`config.mk`:
```
export PLATFORM = sky130hd
export DESIGN_NAME = uart_tx_flat
export DESIGN_NICKNAME = d
export VERILOG_FILES = /design/src/rtl/uart_pkg.sv /design/src/rtl/uart_tx_if.sv /design/src/rtl/uart_tx_serializer.sv /design/src/rtl/uart_tx.sv /design/src/flat_wrapper.sv
export SDC_FILE = /design/constraint.sdc
export NUM_CORES = 1
export LEC_CHECK = 0
export BUFFER_PORTS_ARGS = -buffer_cell sky130_fd_sc_hd__buf_4
export CAP_MARGIN = 5
export CORE_MARGIN = 4
export CORE_UTILIZATION = 30
export CTS_CLUSTER_SIZE = 40
export DETAILED_ROUTE_END_ITERATION = 16
export GPL_ROUTABILITY_DRIVEN = 0
export MAX_ROUTING_LAYER = met4
export SKIP_CTS_REPAIR_TIMING = 1
export SYNTH_ARGS = -nofsm -noshare
export SYNTH_HDL_FRONTEND = slang
export SYNTH_SLANG_ARGS = --single-unit
```
`constraint.sdc`:
```
create_clock -name CLK -period 4.2 [get_ports CLK]
set_clock_uncertainty 0.2 [all_clocks]
set_input_delay 0.42 -clock CLK [delete_from_list [all_inputs] [get_ports CLK]]
set_output_delay 0.42 -clock CLK [all_outputs]
set_load 0.02 [all_outputs]
```
`src/rtl/uart_pkg.sv`:
```
// -----------------------------------------------------------------------------
// uart_pkg
// Definitions shared by the UART TX and RX paths.
//   tx_state_e  : transmitter FSM state encoding (IDLE, START, DATA, PARITY, STOP)
//   PAR_EVEN    : PAR_TYP value selecting even parity (0)
//   PAR_ODD     : PAR_TYP value selecting odd parity (1)
//   MAX_DATA_W  : widest supported data word
//   parity_bit(): parity bit for a word (zero-extended to MAX_DATA_W) and type
// -----------------------------------------------------------------------------
package uart_pkg;

  typedef enum logic [2:0] {
    ST_IDLE   = 3'd0,
    ST_START  = 3'd1,
    ST_DATA   = 3'd2,
    ST_PARITY = 3'd3,
    ST_STOP   = 3'd4
  } tx_state_e;

  localparam logic PAR_EVEN = 1'b0;
  localparam logic PAR_ODD  = 1'b1;

  localparam int MAX_DATA_W = 8;

  // Even parity: the bit that makes the total count of ones even.
  // Odd parity: its complement. Zero-extension does not change the result,
  // so narrower words can be passed in directly.
  function automatic logic parity_bit(input logic [MAX_DATA_W-1:0] data,
                                      input logic                  par_typ);
    logic even_bit;
    even_bit = ^data;
    return (par_typ == PAR_ODD) ? ~even_bit : even_bit;
  endfunction

endpackage

```
`src/rtl/uart_tx_if.sv`:
```
// -----------------------------------------------------------------------------
// uart_tx_if
// Handshake and line signals between the system controller and uart_tx.
//   P_DATA     : parallel word to send
//   Data_Valid : one-cycle send request
//   PAR_EN     : add a parity bit to the frame
//   PAR_TYP    : 0 even parity, 1 odd parity
//   TX_OUT     : serial line (idles high)
//   Busy       : frame in progress
// Modports: master = system controller side, slave = uart_tx.
// -----------------------------------------------------------------------------
interface uart_tx_if #(
  parameter int Data_width = 8
);

  logic [Data_width-1:0] P_DATA;
  logic                  Data_Valid;
  logic                  PAR_EN;
  logic                  PAR_TYP;
  logic                  TX_OUT;
  logic                  Busy;

  modport master (
    output P_DATA, Data_Valid, PAR_EN, PAR_TYP,
    input  TX_OUT, Busy
  );

  modport slave (
    input  P_DATA, Data_Valid, PAR_EN, PAR_TYP,
    output TX_OUT, Busy
  );

endinterface

```
`src/rtl/uart_tx_serializer.sv`:
```
// -----------------------------------------------------------------------------
// uart_tx_serializer
// Data register and bit counter for the UART transmitter.
//   clk, rst_n : baud clock, asynchronous active-low reset
//   load       : capture load_data into the data register
//   load_data  : word to capture
//   ser_clr    : clear the bit counter (takes priority over ser_en)
//   ser_en     : advance the bit counter by one
//   ser_done   : counter points at the last data bit
//   next_bit   : data bit selected by the counter value after this edge
//   data_o     : current contents of the data register
// -----------------------------------------------------------------------------
module uart_tx_serializer
  import uart_pkg::*;
#(
  parameter int Data_width = 8
) (
  input  logic                  clk,
  input  logic                  rst_n,
  input  logic                  load,
  input  logic [Data_width-1:0] load_data,
  input  logic                  ser_clr,
  input  logic                  ser_en,
  output logic                  ser_done,
  output logic                  next_bit,
  output logic [Data_width-1:0] data_o
);

  localparam int CNT_W = $clog2(Data_width);

  logic [Data_width-1:0] data_q, data_d;
  logic [CNT_W-1:0]      cnt_q, cnt_d;

  always_comb begin
    data_d = data_q;
    cnt_d  = cnt_q;
    if (load) begin
      data_d = load_data;
    end
    if (ser_clr) begin
      cnt_d = '0;
    end else if (ser_en) begin
      cnt_d = cnt_q + CNT_W'(1);
    end
  end

  always_ff @(posedge clk or negedge rst_n) begin
    if (!rst_n) begin
      data_q <= '0;
      cnt_q  <= '0;
    end else begin
      data_q <= data_d;
      cnt_q  <= cnt_d;
    end
  end

  assign ser_done = (cnt_q == CNT_W'(Data_width - 1));
  // Looks one edge ahead so the top can register TX_OUT without a cycle lag.
  assign next_bit = data_d[cnt_d];
  assign data_o   = data_q;

endmodule

```
`src/rtl/uart_tx.sv`:
```
// -----------------------------------------------------------------------------
// uart_tx
// UART transmitter: serialises a word LSB-first as start, data, optional
// parity and stop bits, one bit per CLK cycle (CLK is the TX baud clock).
//   Data_width : data bits per frame (5..8)
//   CLK        : TX baud clock
//   RST        : asynchronous active-low reset
//   bus        : uart_tx_if.slave (P_DATA, Data_Valid, PAR_EN, PAR_TYP in;
//                TX_OUT, Busy out, both registered)
// Build option: define UART_TX_PARITY_EN to compile in the PARITY state,
// parity generation and the PAR_EN/PAR_TYP latches. Without it PAR_EN and
// PAR_TYP are ignored and every frame is start + data + stop.
// -----------------------------------------------------------------------------
module uart_tx
  import uart_pkg::*;
#(
  parameter int Data_width = 8
) (
  input  logic      CLK,
  input  logic      RST,
  uart_tx_if.slave  bus
);

  tx_state_e             state_q, state_d;
  logic                  tx_out_q, tx_out_d;
  logic                  busy_q, busy_d;

  logic                  load;
  logic                  ser_clr;
  logic                  ser_en;
  logic                  ser_done;
  logic                  next_bit;
  logic [Data_width-1:0] data_word;

  uart_tx_serializer #(
    .Data_width (Data_width)
  ) u_ser (
    .clk       (CLK),
    .rst_n     (RST),
    .load      (load),
    .load_data (bus.P_DATA),
    .ser_clr   (ser_clr),
    .ser_en    (ser_en),
    .ser_done  (ser_done),
    .next_bit  (next_bit),
    .data_o    (data_word)
  );

`ifdef UART_TX_PARITY_EN
  logic par_en_q, par_en_d;
  logic par_typ_q, par_typ_d;
  logic par_bit;

  always_comb begin
    par_en_d  = par_en_q;
    par_typ_d = par_typ_q;
    if (load) begin
      par_en_d  = bus.PAR_EN;
      par_typ_d = bus.PAR_TYP;
    end
  end

  always_ff @(posedge CLK or negedge RST) begin
    if (!RST) begin
      par_en_q  <= 1'b0;
      par_typ_q <= PAR_EVEN;
    end else begin
      par_en_q  <= par_en_d;
      par_typ_q <= par_typ_d;
    end
  end

  // Taken from the latched word: it is stable while PARITY is being entered.
  assign par_bit = parity_bit(MAX_DATA_W'(data_word), par_typ_q);
`else
  // Ports stay for interface compatibility; nothing in this build reads them.
  logic unused_par;
  logic unused_data;
  assign unused_par  = ^{bus.PAR_EN, bus.PAR_TYP};
  assign unused_data = ^data_word;
`endif

  // State register
  always_ff @(posedge CLK or negedge RST) begin
    if (!RST) begin
      state_q <= ST_IDLE;
    end else begin
      state_q <= state_d;
    end
  end

  // Next state and serializer control
  always_comb begin
    state_d = state_q;
    load    = 1'b0;
    ser_clr = 1'b0;
    ser_en  = 1'b0;
    case (state_q)
      ST_IDLE: begin
        if (bus.Data_Valid) begin
          state_d = ST_START;
          load    = 1'b1;
        end
      end
      ST_START: begin
        state_d = ST_DATA;
        ser_clr = 1'b1;
      end
      ST_DATA: begin
        if (ser_done) begin
`ifdef UART_TX_PARITY_EN
          state_d = par_en_q ? ST_PARITY : ST_STOP;
`else
          state_d = ST_STOP;
`endif
        end else begin
          ser_en = 1'b1;
        end
      end
`ifdef UART_TX_PARITY_EN
      ST_PARITY: begin
        state_d = ST_STOP;
      end
`endif
      ST_STOP: begin
        state_d = ST_IDLE;
      end
      default: begin
        state_d = ST_IDLE;
      end
    endcase
  end

  // Outputs are decoded from the state being entered and then registered,
  // so TX_OUT and Busy switch together on the same edge with no glitches.
  always_comb begin
    tx_out_d = 1'b1;
    busy_d   = 1'b1;
    case (state_d)
      ST_IDLE:   busy_d   = 1'b0;
      ST_START:  tx_out_d = 1'b0;
      ST_DATA:   tx_out_d = next_bit;
`ifdef UART_TX_PARITY_EN
      ST_PARITY: tx_out_d = par_bit;
`endif
      ST_STOP:   tx_out_d = 1'b1;
      default:   busy_d   = 1'b0;
    endcase
  end

  always_ff @(posedge CLK or negedge RST) begin
    if (!RST) begin
      tx_out_q <= 1'b1;
      busy_q   <= 1'b0;
    end else begin
      tx_out_q <= tx_out_d;
      busy_q   <= busy_d;
    end
  end

  assign bus.TX_OUT = tx_out_q;
  assign bus.Busy   = busy_q;

endmodule

```
`src/flat_wrapper.sv`:
```
// flat-port wrapper written by rule: the top's interface ports become plain ports
module uart_tx_flat import uart_pkg::*;
#(
  parameter int Data_width = 8
)
  (CLK, RST, bus_P_DATA, bus_Data_Valid, bus_PAR_EN, bus_PAR_TYP, bus_TX_OUT, bus_Busy);
  uart_tx_if #(.Data_width(Data_width)) bus_i ();
  input  logic CLK;
  input  logic RST;
  input wire logic [$bits(bus_i.P_DATA)-1:0] bus_P_DATA;
  input wire logic [$bits(bus_i.Data_Valid)-1:0] bus_Data_Valid;
  input wire logic [$bits(bus_i.PAR_EN)-1:0] bus_PAR_EN;
  input wire logic [$bits(bus_i.PAR_TYP)-1:0] bus_PAR_TYP;
  output wire logic [$bits(bus_i.TX_OUT)-1:0] bus_TX_OUT;
  output wire logic [$bits(bus_i.Busy)-1:0] bus_Busy;
  assign bus_i.P_DATA = bus_P_DATA;
  assign bus_i.Data_Valid = bus_Data_Valid;
  assign bus_i.PAR_EN = bus_PAR_EN;
  assign bus_i.PAR_TYP = bus_PAR_TYP;
  assign bus_TX_OUT = bus_i.TX_OUT;
  assign bus_Busy = bus_i.Busy;
  uart_tx #(.Data_width(Data_width)) u_core (.CLK(CLK), .RST(RST), .bus(bus_i));
endmodule
```
==> results of run 1 <==
## layer usage
metal / global-route usage / vias to the layer above / share of wire
li1: - / 239 / -
met1: 0.123 / 240 / 0.45
met2: 0.133 / 12 / 0.49
met3: 0.0454 / 2 / 0.057
met4: 0.0380 / 0 / 0.0089
met5: - / - / 0
## registers in the layout, indices dropped and copies added, names as in the netlist
signal               count
u_core.u_ser.cnt_q       3
u_core.state_q           3
u_core.bus.Busy          1
u_core.u_ser.data_o      8
u_core.bus.TX_OUT        1
## power by group
part | switching (µW) | total (µW) | internal (µW)
clock | 44.4 | 81.2 | 36.9
sequential | 52.6 | 280 | 227
combinational | 148 | 321 | 173
## cell usage after synthesis
master / number
o21bai_2: 1
ha_1: 2
nor3_1: 1
inv_2: 1
mux2_1: 2
and3_1: 1
dfrtp_1: 15
nand2_1: 2
mux2_2: 5
a22o_1: 1
nor2_1: 1
a22oi_4: 1
o21ai_0: 1
o32a_1: 1
a211oi_1: 1
a31oi_1: 1
or3_1: 1
mux2i_1: 4
mux2_4: 2
o31a_2: 1
a22oi_1: 1
nor3_2: 1
inv_1: 1
and2b_1: 1
nand2b_1: 1
dfstp_2: 1
nor4b_4: 1
a22o_2: 2
buf_6: 3
## worst max-delay path, stage by stage (launching register included)
cell and delay [ps]:
dfrtp_1 440, ha_1 230, ha_1 220, and2b_1 230
o21bai_2 100, a22oi_1 350, inv_2 60, or3_1 360
a31oi_1 230
## how the worst max path moves through the flow
stage,start,cells after the start,slack (ps),to
after global routing,u_core.u_ser.cnt_q[0]$_DFF_PN0_,8,1570,u_core.bus.TX_OUT$_DFF_PN1_
after detailed placement,u_core.u_ser.cnt_q[0]$_DFF_PN0_,8,1740,u_core.bus.TX_OUT$_DFF_PN1_
after global placement,u_core.u_ser.cnt_q[0]$_DFF_PN0_,8,1780,u_core.bus.TX_OUT$_DFF_PN1_
after CTS,u_core.u_ser.cnt_q[0]$_DFF_PN0_,8,1700,u_core.bus.TX_OUT$_DFF_PN1_
final,u_core.u_ser.cnt_q[0]$_DFF_PN0_,8,1700,u_core.bus.TX_OUT$_DFF_PN1_
after floorplan,u_core.u_ser.cnt_q[0]$_DFF_PN0_,8,1970,u_core.bus.TX_OUT$_DFF_PN1_
## cells by family after synthesis
| family | count (synthesis) |
|---|---|
| flip-flops | 16 |
| AND/OR/NAND/NOR | 10 |
| adder cells (fa/ha/maj) | 2 |
| buffers and inverters | 5 |
| multiplexers | 13 |
| AO/OA/AOI/OAI | 11 |
## through the flow
stage	worst slack [ps]	util	hold WS (ps)	power, µW
finish	1700	0.369	175	682
global route	1570	0.369	152	747
CTS	1700	0.365	-226	692
detailed placement	1740	0.355	89.7	607
global placement	1780	0.355	87.4	596
floorplan	1970	-	-75.6	551
## layout make-up
class | count | area (µm²) | share of cell area
multi-input combinational | 36 | 358 | 0.384
tap | 30 | 37.5 | 0.0403
clock buffer | 4 | 26.3 | 0.0282
inverter | 2 | 7.51 | 0.00806
timing repair buffer | 13 | 100 | 0.108
sequential | 16 | 402 | 0.431
==> summary.md, run 1 <==
| Metric | Value |
|---|---|
| Power per cell area | 732 mW/mm² |
| Syn. warnings | 0 |
| Area grow syn2layout | 16.3% |
| Vias in the first global route | 516 |
| Min-delay src | bus_P_DATA[1] |
| DRC | 0 |
| LEAKAGE | 0.000439 µW |
| Total wire length | 1340 µm |
| Cell Count, Final, Fillers Out | 101 |
| Setup slack, reg-to-reg | 1700 ps |
| Die ar. | 0.00356 mm² |
| Rows | 18 |
| Initial Util | 0.317 |
| R2R Path End | u_core.bus.TX_OUT$_DFF_PN1_ |
| Routed vias/inst | 4.88 |
| Xor/xnor share of the synthesized area | 0 |
| Max-Cap Viols | 0 |
| Drt wl/cell | 13.3 µm |
| Post-synthesis adder-cell area fraction | 0.0313 |
| Synth Area in Compound Gates | 0.134 |
| Drt pass-1 iters | 4 |
| DP Cell Count | 96 |
| Worst-path clk slew | 90 ps |
| Die width | 59.7 µm |
| Core Box Area | 0.00252 mm² |
| Crit Path Category | register to register |
| Nets | 87 |
| Fillers | 265 |
| Tmin final | 2500 ps |
| Slew @ Worst Pin | 692 ps |
| Final period utilization | 0.596 |
| Hold path endpoint | u_core.u_ser.data_o[1]$_DFF_PN0_ |
| Via count | 493 |
| Peak VDD IR | 0.439 mV |
| CP Data Arrival Time | 2490 ps |
| Largest family of logic cells by synthesized area | multiplexers |
| Clk_lat worst skew | 280 ps |
| Yosys reg bits | 16 |
| Antenna cells | 0 |
| CP max FO | 4 |
| Critical Path RT | 4190 ps |
| Most common library cell in the layout ignoring fill and taps | dfrtp_1 |
| 1st-iter DRT viols | 7 |
| Setup_tns | 0 ps |
| Num CTS Buffers | 3 |
| Max Transition Viols Final | 0 |
| RSZ-0062 raised after global routing | no |
| Reg2Reg Depth | 8 |
| CTS root buf | clkbuf_4 |
| Mapped Avg Cell Area | 14.0 µm² |
| Seq/Total Area, Yosys | 0.502 |
| Largest cells by area after synthesis | dfrtp_1, mux2_2, mux2i_1 |
| Synth Cell Area | 801 µm² |
| GRT Total Usage | 0.0971 |
| Hold Fails Final Rpt | 0 |
| I/O pins | 15 |
| Die Span Y | 59.7 µm |
| Top cell type by total area after synthesis | dfrtp_1 |
| Most frequent cells in the layout | dfrtp_1, buf_4, mux2_2, mux2i_1, clkbuf_4 |
| DP Area | 895 µm² |
| Clk buf depth | 2 |
| Mux cell area share after synthesis | 0.186 |
| Initial antenna violation count | 0 |
| Fmax | 399 MHz |
| Clock Sinks | 16 |
| Synth top area share | 0.469 |
| Hold WC Path Type | primary input to register |
| Pin count of the biggest net entering global routing | 17 |
| Hold path cells | 2 |
| Worst slew margin | 0.537 |
| Final setup vio count | 0 |
| H-tree lvl count | 1 |
| Critical Path Sink Type | register |
| CP Launch Type | register |
| ANT nets after route | 0 |
| Fraction of layout cells with a size suffix above 1 | 0.437 |
| Status | complete, no violations |
| Mapped Cells | 57 |
| Total global routing overflow | 0 |
| Cell variety after synth | 29 |
| Reg2reg start | u_core.u_ser.cnt_q[0]$_DFF_PN0_ |
| Post-route cell area | 931 µm² |
| TritonCTS clock tree | built |
| Post-Synth Simple-Gate Area | 0.0953 |
| Mapped Nets | 72 |
| # port buffers | 12 |
| First-pass GRT wire length | 2400 µm |
No activity file was read; power rests on OpenSTA's default activity.
==> run 2: changes to the inputs <==
- clock period: 4.2 -> 2.1 ns (I/O delays scaled with it)
==> summary.md, run 2 (synthesized netlist as in run 1, its figures left out) <==
| Metric | Value |
|---|---|
| Final setup vio count | 1 (+1) |
| Critical Path Sink Type | register |
| Final worst-path setup slack | -112 ps (-1810 ps) |
| # port buffers | 12 (unchanged) |
| 1st-iter DRT viols | 1 (-6) |
| Status | finished with violations |
| Max Transition Viols Final | 0 (unchanged) |
| Clk_lat worst skew | 290 ps (about the same) |
| Initial antenna violation count | 0 (unchanged) |
| H-tree lvl count | 1 (unchanged) |
| Drt pass-1 iters | 3 (-1) |
| Initial Util | 0.317 (unchanged) |
| Most common library cell in the layout ignoring fill and taps | buf_4 |
| Slew @ Worst Pin | 314 ps (-378 ps) |
| Hold path cells | 3 (+1) |
| Pre-CTS setup slack | -139 ps (-1880 ps) |
| First-pass GRT wire length | 2480 µm (+3.5%) |
| Power per cell area | 1420 mW/mm² (+93%) |
| Tmin final | 2210 ps (-291 ps) |
| Clock Sinks | 16 (unchanged) |
| Max-Cap Viols | 0 (unchanged) |
| DRC | 0 (unchanged) |
| Reg2reg start | u_core.u_ser.cnt_q[0]$_DFF_PN0_ |
| ANT nets after route | 0 (unchanged) |
| I/O pins | 15 (unchanged) |
| TritonCTS clock tree | built |
| Total global routing overflow | 0 (unchanged) |
| Critical Path RT | 2110 ps (-2080 ps) |
| Routed vias/inst | 4.59 (-5.9%) |
| Critical Path Start | u_core.u_ser.cnt_q[0]$_DFF_PN0_ |
| Post-route cell area | 0.00114 mm² (+23%) |
| DP Area | 972 µm² (+8.7%) |
| CTS root buf | clkbuf_4 |
| Vias in the first global route | 552 (+7.0%) |
| Antenna cells | 0 (unchanged) |
| Worst slew margin | 0.791 (+0.254) |
| Die Span Y | 59.7 µm (unchanged) |
| RSZ-0062 raised after global routing | yes |
| Clk buf depth | 2 (unchanged) |
| Most frequent cells in the layout | buf_4, dfrtp_1, dlygate4sd3_1, mux2_2, mux2i_1 |
| Num CTS Buffers | 3 (unchanged) |
| CP Data Arrival Time | 2230 ps (-260 ps) |
| Die width | 59.7 µm (unchanged) |
| Pin count of the biggest net entering global routing | 17 (unchanged) |
| CP Launch Type | register |
| Fraction of layout cells with a size suffix above 1 | 0.511 (+0.0747) |
| Placed wire-length estimate | 1000 µm |
| Min-delay src | bus_Data_Valid |
| Final period utilization | 1.05 (+0.457) |
| Total wire length | 1420 µm (+6.2%) |
| Hold WC Path Type | primary input to register |
| Failing checks | setup timing |
| LEAKAGE | 0.000531 µW (+21%) |
| Crit Path Category | register to register |
| Max FFs per register | 8 (unchanged) |
| Peak VDD IR | 0.783 mV (+78%) |
| Via count | 542 (+9.9%) |
| CP max FO | 5 (+1) |
| Fillers | 253 (-4.5%) |
| Worst-path clk slew | 90 ps (about the same) |
| Reg2Reg Depth | 8 (unchanged) |
| Die ar. | 0.00356 mm² (unchanged) |
| Area grow syn2layout | 42.8% |
| GRT Total Usage | 0.0966 (-0.000505) |
| Core Box Area | 0.00252 mm² (unchanged) |
| Rows | 18 (unchanged) |
| Fmax | 452 MHz (+13%) |
| Nets | 104 (+20%) |
| Hold Fails Final Rpt | 0 (unchanged) |
| Drt wl/cell | 12.1 µm (-9.1%) |
==> run 2: cell type report <==
type	instances	area (µm²)	area share
multi-input cells	36	400	0.350
clock buffers	4	36.3	0.0317
well taps	30	37.5	0.0328
inverters	2	7.51	0.00656
flip-flops and latches	16	402	0.351
repair buffers	30	260	0.228
==> run 2: power breakdown <==
part,internal [µW],leakage [µW],switching (µW)
clock,106,0.0000210,97.4
sequential,454,0.000193,72.0
combinational,513,0.000317,378
==> run 2: metrics by stage <==
stage               utilization  std cells  TNS [ps]  hold slack [ps]  power [µW]
global placement          0.385        102      -154             -122        1310
global route              0.453        118      -187             63.3        1750
finish                    0.453        118      -112             61.6        1620
floorplan                     -         57     -62.8             -286        1130
CTS                       0.400        106      -181             -443        1540
detailed placement        0.385        102      -139             -113        1330
==> run 2: worst max-delay path, stage by stage (launching register included) <==
cell      delay (ps)
dfrtp_1          390
ha_2             200
ha_4             170
and2b_2          240
o21bai_4          80
a22o_4           280
mux2i_1          120
o32a_1           280
a31oi_1          170
==> run 2: worst paths after layout <==
check | end | slack (ps)
setup / recovery | u_core.bus.TX_OUT$_DFF_PN1_ | -110
hold reg to reg | u_core.u_ser.data_o[7]$_DFF_PN0_ | 290
min in group asynchronous | u_core.u_ser.data_o[7]$_DFF_PN0_ | 110
setup reg to reg | u_core.bus.TX_OUT$_DFF_PN1_ | -110
hold / removal | u_core.bus.Busy$_DFF_PN0_ | 60
max in group asynchronous | u_core.bus.TX_OUT$_DFF_PN1_ | 1340
==> run 2: routing by layer <==
metal,share of wire,vias to the layer above,GRT usage,wire length (µm)
met2,0.48,10,0.136,688
li1,-,273,-,-
met5,0,-,-,0
met1,0.45,257,0.123,642
met4,0.011,0,0.0380,15
met3,0.054,2,0.0389,77
